<file path="src/rtl/palette_encoder_if.sv">
// Pixel-in / index-word-out bus of palette_encoder.
// slave is the encoder's view, master is the view of whoever drives pixels and owns the RAM.
interface palette_encoder_if #(
  parameter int PIX_PER_WORD = 4,
  parameter int ADDR_W       = 12
);
  logic                      start;
  logic                      isnight;
  logic                      in_valid;
  logic                      in_ready;
  logic                      in_last;
  logic [7:0]                Red;
  logic [7:0]                Green;
  logic [7:0]                Blue;
  logic                      wr_en;
  logic                      wr_ready;
  logic [ADDR_W-1:0]         wr_addr;
  logic [4*PIX_PER_WORD-1:0] wr_data;
  logic                      done;
  logic [15:0]               miss_count;

  modport slave (
    input  start, isnight, in_valid, in_last, Red, Green, Blue, wr_ready,
    output in_ready, wr_en, wr_addr, wr_data, done, miss_count
  );

  modport master (
    output start, isnight, in_valid, in_last, Red, Green, Blue, wr_ready,
    input  in_ready, wr_en, wr_addr, wr_data, done, miss_count
  );
endinterface

</file>
<file path="src/rtl/palette_encoder.sv">
// Maps 24-bit RGB pixels to 4-bit palette indices (day or night table) and packs them into RAM words.
// Define NEAREST_MATCH_EN to snap unmatched grey pixels to the closest grey table entry.
module palette_encoder #(
  parameter int PIX_PER_WORD = 4,
  parameter int ADDR_W       = 12
) (
  input logic              Clk,
  input logic              Reset_n,
  palette_encoder_if.slave io
);
  localparam int                FILL_W    = (PIX_PER_WORD > 1) ? $clog2(PIX_PER_WORD) : 1;
  localparam int                WORD_W    = 4 * PIX_PER_WORD;
  localparam logic [FILL_W-1:0] LAST_SLOT = FILL_W'(PIX_PER_WORD - 1);

  localparam logic [1:0] IDLE  = 2'd0;
  localparam logic [1:0] RUN   = 2'd1;
  localparam logic [1:0] DRAIN = 2'd2;
  localparam logic [1:0] DONE  = 2'd3;

  // Entry 10 first, entry 0 last.
  localparam logic [10:0][23:0] DAY_TBL = {
    24'hDADADA, 24'hB9B9B9, 24'h535353, 24'hFFFFFF, 24'hFEFEFE, 24'hF8F8F8,
    24'hA0A0A0, 24'hF6F6F6, 24'hF0F0F0, 24'hEFEFEF, 24'h800080
  };
  localparam logic [10:0][23:0] NIGHT_TBL = {
    24'hDADADA, 24'hB9B9B9, 24'hACACAC, 24'h000000, 24'h0E0E0E, 24'h080808,
    24'h202020, 24'h060606, 24'h000000, 24'h1F1F1F, 24'h800080
  };

  logic [1:0]        state;
  logic              night_q;
  logic [FILL_W-1:0] fill;
  logic [WORD_W-1:0] pack;
  logic [WORD_W-1:0] word;
  logic [10:0][23:0] tbl;
  logic [23:0]       pix;
  logic [3:0]        enc_idx;
  logic              enc_miss;
  logic              accept;
  logic              complete;
  logic              wr_fire;

`ifdef NEAREST_MATCH_EN
  logic [7:0] dist;
  logic [7:0] best_dist;
  logic [3:0] near_idx;
  logic       is_grey;
`endif

  assign pix         = {io.Red, io.Green, io.Blue};
  assign tbl         = night_q ? NIGHT_TBL : DAY_TBL;
  assign io.in_ready = (state == RUN) && (!io.wr_en || io.wr_ready);
  assign io.done     = (state == DONE);
  assign accept      = io.in_valid && io.in_ready;
  assign complete    = accept && ((fill == LAST_SLOT) || io.in_last);
  assign wr_fire     = io.wr_en && io.wr_ready;

  // Scanning from the top down lets the lowest matching index overwrite the others.
  always_comb begin
    // NOTE: every output gets a default before any branch so no latch is inferred.
    enc_idx  = 4'hF;
    enc_miss = 1'b1;
    for (int i = 10; i >= 0; i--) begin
      if (tbl[i] == pix) begin
        enc_idx  = 4'(i);
        enc_miss = 1'b0;
      end
    end
`ifdef NEAREST_MATCH_EN
    is_grey   = (io.Red == io.Green) && (io.Green == io.Blue);
    best_dist = 8'hFF;
    near_idx  = 4'hF;
    dist      = 8'h00;
    for (int i = 1; i <= 10; i++) begin
      if ((tbl[i][23:16] == tbl[i][15:8]) && (tbl[i][15:8] == tbl[i][7:0])) begin
        dist = (io.Red > tbl[i][7:0]) ? (io.Red - tbl[i][7:0]) : (tbl[i][7:0] - io.Red);
        if ((near_idx == 4'hF) || (dist < best_dist)) begin
          best_dist = dist;
          near_idx  = 4'(i);
        end
      end
    end
    if (enc_miss && is_grey && (near_idx != 4'hF)) begin
      enc_idx  = near_idx;
      enc_miss = 1'b0;
    end
`endif
  end

  // Pack register with the current pixel merged into its slot; upper slots stay 0.
  always_comb begin
    word                  = pack;
    word[{fill, 2'b00} +: 4] = enc_idx;
  end

  // NOTE: all state below uses non-blocking assignments so every register samples pre-edge values.
  always_ff @(posedge Clk or negedge Reset_n) begin
    if (!Reset_n) begin
      state   <= IDLE;
      night_q <= 1'b0;
    end else begin
      case (state)
        IDLE: if (io.start) begin
          state   <= RUN;
          night_q <= io.isnight;
        end
        RUN:     if (accept && io.in_last) state <= DRAIN;
        DRAIN:   if (wr_fire) state <= DONE;
        default: state <= IDLE;
      endcase
    end
  end

  always_ff @(posedge Clk or negedge Reset_n) begin
    if (!Reset_n) begin
      fill <= '0;
      pack <= '0;
    end else if ((state == IDLE) && io.start) begin
      fill <= '0;
      pack <= '0;
    end else if (complete) begin
      fill <= '0;
      pack <= '0;
    end else if (accept) begin
      fill <= fill + 1'b1;
      pack <= word;
    end
  end

  // A completing pixel can only be accepted when the output is free or handshaking,
  // so loading a new word always wins over clearing wr_en.
  always_ff @(posedge Clk or negedge Reset_n) begin
    if (!Reset_n) begin
      io.wr_en   <= 1'b0;
      io.wr_data <= '0;
    end else if (complete) begin
      io.wr_en   <= 1'b1;
      io.wr_data <= word;
    end else if (wr_fire) begin
      io.wr_en   <= 1'b0;
    end
  end

  always_ff @(posedge Clk or negedge Reset_n) begin
    if (!Reset_n) begin
      io.wr_addr <= '0;
    end else if ((state == IDLE) && io.start) begin
      io.wr_addr <= '0;
    end else if (wr_fire) begin
      io.wr_addr <= io.wr_addr + 1'b1;
    end
  end

  always_ff @(posedge Clk or negedge Reset_n) begin
    if (!Reset_n) begin
      io.miss_count <= '0;
    end else if ((state == IDLE) && io.start) begin
      io.miss_count <= '0;
    end else if (accept && enc_miss && (io.miss_count != 16'hFFFF)) begin
      io.miss_count <= io.miss_count + 16'd1;
    end
  end
endmodule
</file>
<file path="src/flat_wrapper.sv">
// flat-port wrapper written by rule: the top's interface ports become plain ports
module palette_encoder_flat 
#(
  parameter int PIX_PER_WORD = 4,
  parameter int ADDR_W       = 12
)
  (Clk, Reset_n, io_start, io_isnight, io_in_valid, io_in_last, io_Red, io_Green, io_Blue, io_wr_ready, io_in_ready, io_wr_en, io_wr_addr, io_wr_data, io_done, io_miss_count);
  palette_encoder_if #(.PIX_PER_WORD(PIX_PER_WORD), .ADDR_W(ADDR_W)) io_i ();
  input logic Clk;
  input logic Reset_n;
  input wire logic [$bits(io_i.start)-1:0] io_start;
  input wire logic [$bits(io_i.isnight)-1:0] io_isnight;
  input wire logic [$bits(io_i.in_valid)-1:0] io_in_valid;
  input wire logic [$bits(io_i.in_last)-1:0] io_in_last;
  input wire logic [$bits(io_i.Red)-1:0] io_Red;
  input wire logic [$bits(io_i.Green)-1:0] io_Green;
  input wire logic [$bits(io_i.Blue)-1:0] io_Blue;
  input wire logic [$bits(io_i.wr_ready)-1:0] io_wr_ready;
  output wire logic [$bits(io_i.in_ready)-1:0] io_in_ready;
  output wire logic [$bits(io_i.wr_en)-1:0] io_wr_en;
  output wire logic [$bits(io_i.wr_addr)-1:0] io_wr_addr;
  output wire logic [$bits(io_i.wr_data)-1:0] io_wr_data;
  output wire logic [$bits(io_i.done)-1:0] io_done;
  output wire logic [$bits(io_i.miss_count)-1:0] io_miss_count;
  assign io_i.start = io_start;
  assign io_i.isnight = io_isnight;
  assign io_i.in_valid = io_in_valid;
  assign io_i.in_last = io_in_last;
  assign io_i.Red = io_Red;
  assign io_i.Green = io_Green;
  assign io_i.Blue = io_Blue;
  assign io_i.wr_ready = io_wr_ready;
  assign io_in_ready = io_i.in_ready;
  assign io_wr_en = io_i.wr_en;
  assign io_wr_addr = io_i.wr_addr;
  assign io_wr_data = io_i.wr_data;
  assign io_done = io_i.done;
  assign io_miss_count = io_i.miss_count;
  palette_encoder #(.PIX_PER_WORD(PIX_PER_WORD), .ADDR_W(ADDR_W)) u_core (.Clk(Clk), .Reset_n(Reset_n), .io(io_i));
endmodule
</file>
<file path="config.mk">
export PLATFORM = sky130hd
export DESIGN_NAME = palette_encoder_flat
export DESIGN_NICKNAME = d
export VERILOG_FILES = /design/src/rtl/palette_encoder_if.sv /design/src/rtl/palette_encoder.sv /design/src/flat_wrapper.sv
export SDC_FILE = /design/constraint.sdc
export NUM_CORES = 1
export LEC_CHECK = 0
export BUFFER_PORTS_ARGS = -buffer_cell sky130_fd_sc_hd__buf_2
export CAP_MARGIN = 20
export CELL_PAD_IN_SITES_DETAIL_PLACEMENT = 1
export CELL_PAD_IN_SITES_GLOBAL_PLACEMENT = 2
export CORE_ASPECT_RATIO = 0.9
export CORE_UTILIZATION = 30
export DETAILED_ROUTE_END_ITERATION = 12
export PLACE_DENSITY = 0.82
export SLEW_MARGIN = 20
export SYNTH_ARGS = -nofsm -noshare
export SYNTH_HDL_FRONTEND = slang
export SYNTH_SLANG_ARGS = --single-unit
export TNS_END_PERCENT = 50
</file>
<file path="constraint.sdc">
create_clock -name Clk -period 2.1 [get_ports Clk]
set_input_delay 0.525 -clock Clk [delete_from_list [all_inputs] [get_ports Clk]]
set_output_delay 0.525 -clock Clk [all_outputs]
set_load 0.1 [all_outputs]
</file>
==> flow_summary.yaml, run 1 <==
cells_and_area:
  num-fill-cells: 1460
  final_nets: 633
  layout-drive-gt1-share_pct: 42.42
  area_growth_pct: 51.74
  seq_area_um2: 1675
  num_antenna_cells: 0
  design_area_um2: 5889
  instances_no_fill: 758
  multiInputGateArea_um2: 2421
timing:
  period_needed_ns: 2.319
  finalCritPeriodShare_pct: 110.5
  skew_ns: 0.005086
  drv_slew: 0
  clock.fmax_ghz: 0.4311
  rsz0062_at_grt: "true"
  relSlewSlack_pct: 58.71
  tightest_slew_ns: 0.6194
  hold_slack_ns: 0.2047
  hold_violations: 0
  tns_ns: -4.269
  finalSetupViolCount: 43
  layout_setup_ws_ns: -0.2195
floorplanning:
  io_pins: 78
  dieArea_um2: 13400
  core-area_um2: 12640
  rows: 39
  initial_core_util_pct: 30.71
  fp.dieW_um: 121.9
  die_y_um: 109.9
clocking:
  clkTransAtPathRegs_ns: 0.05
  cts.path.max_buffers: 2
  cts_tree: "yes"
  cts_buffers: 9
  cts.sinks: 66
  holdBufCountCts: 0
  cts_root_buf: "clkbuf_16"
  htree_levels: 3
  clk_latency_ns: 0.33
placed_design:
  dp_slack_ns: -0.6206
  dp.cells: 729
  dp_hpwl_mm: 9.111
  placed_area_um2: 5061
  routabilityCongestion: 0.8141
  port_buffers: 77
worst_setup_path:
  path_max_fanout: 5
  slowest_delay_ns: 0.42
  crit_required_ns: 2.36
  timing.rr.start: "u_core.night_q"
  endpoint_kind: "register"
  crit_buf_inv: 5
  path_cells: "buf_6 -> or3_4 -> buf_12 -> nor4_4 -> a211oi_2 -> a311oi_4 -> buf_6 -> nor3_4 -> buf_6 -> buf_16 -> a21bo_1 -> a21oi_2"
  cp.arrival_ns: 2.58
  critPathLaunchType: "input port"
  critPathKind: "input port to register"
  cp_slowest_cell: "or3_4"
  startpoint: "io_Red[0]"
  critical-path-top-delay-family: "simple AND/OR/NAND/NOR gates"
  path_common_cell: "buf_6"
pwr:
  sequentialPowerShare_pct: 24.0
  switchingPower_w: 0.003445
  powerDensity_nw_per_um2: 1240
  intPower_w: 0.003857
  cellLeakagePower_nw: 2.611
  combPwrFrac_pct: 50.0
  pwr-share-clk_pct: 26.0
  ir_drop_mv: 1.095
  sw_frac_of_total_pct: 47.18
worst_hold_path:
  hp-class: "input port to async pin"
synth:
  synth_flop_cell: "dfrtp_1"
  netlist_instances: 433
  synth_edf_count: 0
  synth_seq_cells: 66
  mappedNetlistArea_um2: 3881
  yosys.area.top_type: "dfrtp_1"
  syn_nets: 477
  synth.distinct_cells: 59
  yosysWarnings: 0
  async_flop_share_pct: 100.0
  yosysTopAreaCellShare_pct: 42.55
  synth_seq_area_share_pct: 42.55
  yosys-top-cells-area: "dfrtp_1 (43%), nand2_1 (4.6%), ha_1 (4.2%)"
  synth_area_per_cell_um2: 8.964
grt:
  grt_pass1_vias: 4299
  antenna_found_initial: 0
  grt_usage_pct: 21.09
  grt_pass1_wl_mm: 21.78
  overflow: 0
  grt_max_degree: 29
run_status:
  violations: "negative setup slack"
  status: "finished with violations"
route:
  via_count: 3992
  final_antenna_net_count: 0
  routed_wl_mm: 12.94
  via_per_inst: 5.266
  wl_per_cell_um: 17.07
  remaining_drc_errors: 0
  drt-pass1-iter-count: 4
  drtIter0Drc: 183
flow_run:
  cap_violations: 0
-- per-stage QoR --
| stage | util (%) | total power (W) |
|---|---|---|
| final | 46.60 | 0.007302 |
| after global routing | 46.60 | 0.007659 |
| after CTS | 45.53 | 0.007324 |
| after detailed placement | 40.05 | 0.005178 |
| after global placement | 40.05 | 0.005084 |
| after floorplan | - | 0.004235 |
-- worst register-to-register path: stages, from the launching register on --
cell and delay [ns]:
dfrtp_2 0.44, or4_4 0.44, a21boi_4 0.19, nand2_2 0.10, a311oi_4 0.28, buf_6 0.17, nor3_4 0.05, buf_6 0.14
buf_16 0.13, a21bo_1 0.17, a21oi_2 0.12
-- area by class of cell --
cell class | count | area share (%)
clock inverter | 6 | 2.316
sequential | 66 | 28.45
inverter | 20 | 1.275
clock buffer | 10 | 4.058
timing repair buffer | 158 | 19.31
multi-input combinational | 334 | 41.11
tap | 164 | 3.484
-- cell usage in the layout (no fill, tap or decap), types with 4 or more instances in the layout --
master     instances
o21ai_2            5
nand2_1           44
nand2_2            4
a21oi_2           15
o21ai_0           15
nand4b_1           6
o21a_1             8
buf_2             74
nand3_1           21
inv_1             20
and2_1             4
bufinv_16          4
o21ai_1            8
o221ai_2           6
dfrtp_2           13
buf_12             5
nand4_1           14
dfrtp_1           51
ha_1              12
xnor2_1            4
nor2_1            32
nor2b_1           10
buf_4             68
a21o_1             5
xor2_1             8
and3_1            12
clkbuf_16          9
a21oi_1           17
buf_6              9
nor4_4             5
nor3_1             5
a32o_1             4
-- cells in the mapped netlist, types with 4 or more instances --
| master | n |
|---|---|
| inv_1 | 20 |
| ha_1 | 13 |
| xor2_1 | 8 |
| o21a_1 | 8 |
| nand4_1 | 14 |
| a32o_1 | 4 |
| nand4b_1 | 6 |
| nor3_1 | 6 |
| and3_1 | 12 |
| xnor2_1 | 5 |
| o221ai_1 | 8 |
| dfrtp_1 | 66 |
| a21oi_1 | 32 |
| and2_1 | 5 |
| nand2_1 | 48 |
| buf_2 | 4 |
| clkbuf_1 | 7 |
| nand3_1 | 23 |
| nor2_1 | 34 |
| nor2b_1 | 10 |
| a21o_1 | 5 |
| or4b_1 | 4 |
| o21ai_0 | 28 |
| or4_1 | 5 |
| nor4_1 | 8 |
-- timing repair --
item | in CTS | in global routing
setup buffers | 8 | 4
gates resized for setup | 48 | 31
setup endpoints to repair | 48 | 48
gates cloned | 2 | 0
endpoints found under the hold margin | 0 | 0
pin swaps | 26 | 16
-- power by group through the flow --
stage	Combinational, W	Clock [W]	Sequential [W]
floorplan	0.00107	0	0.00316
global placement	0.00333	0	0.00175
detailed placement	0.00341	0	0.00176
CTS	0.00364	0.00193	0.00175
global route	0.00387	0.00200	0.00179
finish	0.00365	0.00190	0.00175
-- sequential cells by signal (all words and copies together) (netlist names) --
register              flops
u_core.io.miss_count     16
u_core.io.wr_data        16
u_core.pack              16
u_core.io.wr_addr        12
u_core.fill               2
u_core.state              2
u_core.io.wr_en           1
u_core.night_q            1
-- cell families (layout without fill, tap and decap cells) --
family                     Yosys count  after routing  share of synthesized area [%]
buffers and inverters               33            194                          3.514
AOI/OAI and AO/OA                  109            109                          18.73
xor gates and xnor gates            13             13                          2.934
adders and majority gates           13             13                          4.191
and+or+nand+nor                    197            197                          27.56
muxes                                2              2                         0.5158
DFF                                 66             66                          42.55
-- path summary, 6_finish.rpt --
check | end | slack [ns] | depth (start not counted)
hold / removal | u_core.io.miss_count[9] | 0.20 | 1
setup / recovery | u_core.io.miss_count[15] | -0.22 | 12
hold reg to reg | u_core.pack[11] | 0.48 | 2
setup reg to reg | u_core.io.miss_count[15] | -0.20 | 10
min in group Clk | u_core.night_q | 0.39 | 3
max in group asynchronous | u_core.io.wr_data[6] | 1.25 | 2
-- layer usage --
layer  vias up  global-route usage, %  routed length (um)
met3         9                  3.734                 455
met5         -                      0                   0
met4         0                  5.467                 104
met2        79                  37.01                6397
li1       1907                      -                   -
met1      1997                  26.62                5979
Note: power is estimated with default switching activity, not from simulation.
==> inputs of run 2 (changes only) <==
Settings changed: CTS_CLUSTER_DIAMETER from default to 150, SETUP_SLACK_MARGIN from default to 0.3.
==> run 2 against run 1 <==
Net effect: the run still ends with negative setup slack left; largest cell class unchanged; critical path depth shrank 1; sequential cell count unchanged; worst setup slack worse by 0.12 ns; hold slack improved by 0.042 ns; non-clock buffer count increased by 21; maximum frequency down 4.9%; cell area is 3.0% higher; sequential power hardly changed; die area stayed put; global-route usage down 0.70 points.
==> flow_summary.yaml, run 2 (same netlist as run 1, synthesis figures left out) <==
route:
  wl_met2_mm: 7.011
  drt-met1-wl_mm: 5.891
  drt-pass1-iter-count: 4
  final_antenna_net_count: 0
  drtIter0Drc: 171
  via_per_inst: 5.230
  remaining_drc_errors: 0
  wl_met3_um: 424
  wl_per_cell_um: 17.30
  routed_wl_mm: 13.53
  top_layer_used: "met4"
  via_count: 4090
cells_and_area:
  area_growth_pct: 56.32
  num_antenna_cells: 0
  num-fill-cells: 1447
  final_util_pct: 48.01
  layout_common_cells: "buf_4 (88), buf_2 (68), dfrtp_1 (51), nand2_1 (46), nor2_1 (31)"
  layout-drive-gt1-share_pct: 45.15
  final_nets: 657
  top_regs: "u_core.io.miss_count: 16 flops, u_core.io.wr_data: 16 flops, u_core.pack: 16 flops"
  multiInputGateArea_um2: 2526
  seq_area_um2: 1675
  instances_no_fill: 782
  final_common_cell: "buf_4"
grt:
  overflow: 0
  grt_usage_pct: 20.39
  grt_pass1_wl_mm: 21.07
  grt_max_degree: 33
  grt_pass1_vias: 4228
  antenna_found_initial: 0
floorplanning:
  dieArea_um2: 13400
  io_pins: 78
  initial_core_util_pct: 30.71
  fp.dieW_um: 121.9
  core-area_um2: 12640
  rows: 39
  die_y_um: 109.9
pwr:
  sw_frac_of_total_pct: 48.94
  intPower_w: 0.003594
  powerDensity_nw_per_um2: 1160
  power_w: 0.007040
  sequentialPowerShare_pct: 24.8
  combPwrFrac_pct: 53.6
  ir_drop_mv: 0.6139
  switchingPower_w: 0.003445
  pwr-share-clk_pct: 21.7
  cellLeakagePower_nw: 2.697
worst_setup_path:
  endpoint_kind: "register"
  crit_required_ns: 2.31
  path_max_fanout: 4
  critPathLaunchType: "input port"
  critPathKind: "input port to register"
  cp.arrival_ns: 2.65
timing:
  tightest_slew_ns: 0.7163
  clock.fmax_ghz: 0.4100
  finalCritPeriodShare_pct: 116.2
  period_needed_ns: 2.439
  skew_ns: 0.007552
  hold_violations: 0
  drv_slew: 0
  finalSetupViolCount: 48
  relSlewSlack_pct: 52.25
  layout_setup_ws_ns: -0.3393
  rsz0062_at_grt: "true"
clocking:
  clk_latency_ns: 0.33
  holdBufCountCts: 0
  cts.path.max_buffers: 2
  cts_buffers: 9
  clkTransAtPathRegs_ns: 0.05
  htree_levels: 3
  cts_tree: "yes"
  cts.sinks: 66
  cts_root_buf: "clkbuf_16"
flow_run:
  cap_violations: 0
run_status:
  violations: "negative setup slack"
  status: "finished with violations"
placed_design:
  dp_slack_ns: -0.7707
  routabilityCongestion: 0.8603
  dp_hpwl_mm: 9.207
  port_buffers: 77
  dp.cells: 738
worst_hold_path:
  hp-class: "input port to async pin"
==> run 2: cell types whose count changed in the layout (fill, tap and decap cells not counted), sizes merged <==
cell / before / now
buf: 158 / 177
clkbuf: 10 / 16
bufinv: 4 / 1
nor3: 7 / 10
clkinv: 0 / 1
clkinvlp: 1 / 0
inv: 21 / 20
==> run 2: metal layers <==
layer  vias up  global-route usage [%]
met5         -                       0
met4         0                   5.820
met3        15                   3.527
met2        97                   36.12
met1      2021                   25.31
li1       1957                       -
==> run 2: power groups by stage <==
stage	clock [W]	sequential, W	combinational (W)
global placement	0	0.00173	0.00332
finish	0.00153	0.00174	0.00377
floorplan	0	0.00316	0.00108
detailed placement	0	0.00175	0.00341
CTS	0.00155	0.00175	0.00369
global route	0.00160	0.00178	0.00399
==> run 2: path summary, 6_finish.rpt <==
check / startpoint / depth (start not counted) / slack (ns) / endpoint
setup / recovery: io_Blue[3] / 11 / -0.34 / u_core.io.wr_data[7]
setup reg to reg: u_core.night_q / 10 / -0.26 / u_core.io.wr_data[7]
max in group asynchronous: Reset_n / 2 / 1.14 / u_core.pack[15]
hold / removal: Reset_n / 1 / 0.25 / u_core.io.wr_data[10]
min in group Clk: io_isnight / 3 / 0.41 / u_core.night_q
hold reg to reg: u_core.pack[14] / 2 / 0.48 / u_core.pack[14]
==> run 2: repair_timing <==
action,CTS,global route
endpoints found under the setup margin,53,58
gates resized for setup,64,38
pin swaps,38,30
buffers inserted,18,6
gates cloned,3,1
==> run 2: final cells by class <==
| cell class | instances | area share (%) |
|---|---|---|
| multi-input combinational | 337 | 41.64 |
| sequential | 66 | 27.61 |
| tap | 164 | 3.382 |
| clock inverter | 2 | 0.5774 |
| clock buffer | 14 | 4.351 |
| inverter | 20 | 1.237 |
| timing repair buffer | 179 | 21.20 |
==> run 2: metrics by stage <==
stage	TNS (ns)	hold WS, ns	cell area, um^2
2_1_floorplan	-5.376	0.2294	3998
3_3_place_gp	-26.32	0.4607	5116
3_5_place_dp	-27.61	0.4700	5122
4_1_cts	-7.894	0.2760	5843
5_1_grt	-13.45	0.2965	6067
6_report	-10.29	0.2464	6067
==> run 2: worst max-delay path, cell delays in order <==
cell	delay, ns
buf_2	0.13
or4b_4	0.55
nor4_4	0.28
a211oi_2	0.07
buf_4	0.17
a311oi_4	0.33
buf_6	0.17
buf_4	0.12
nor2_4	0.05
a21oi_2	0.18
a21oi_2	0.08
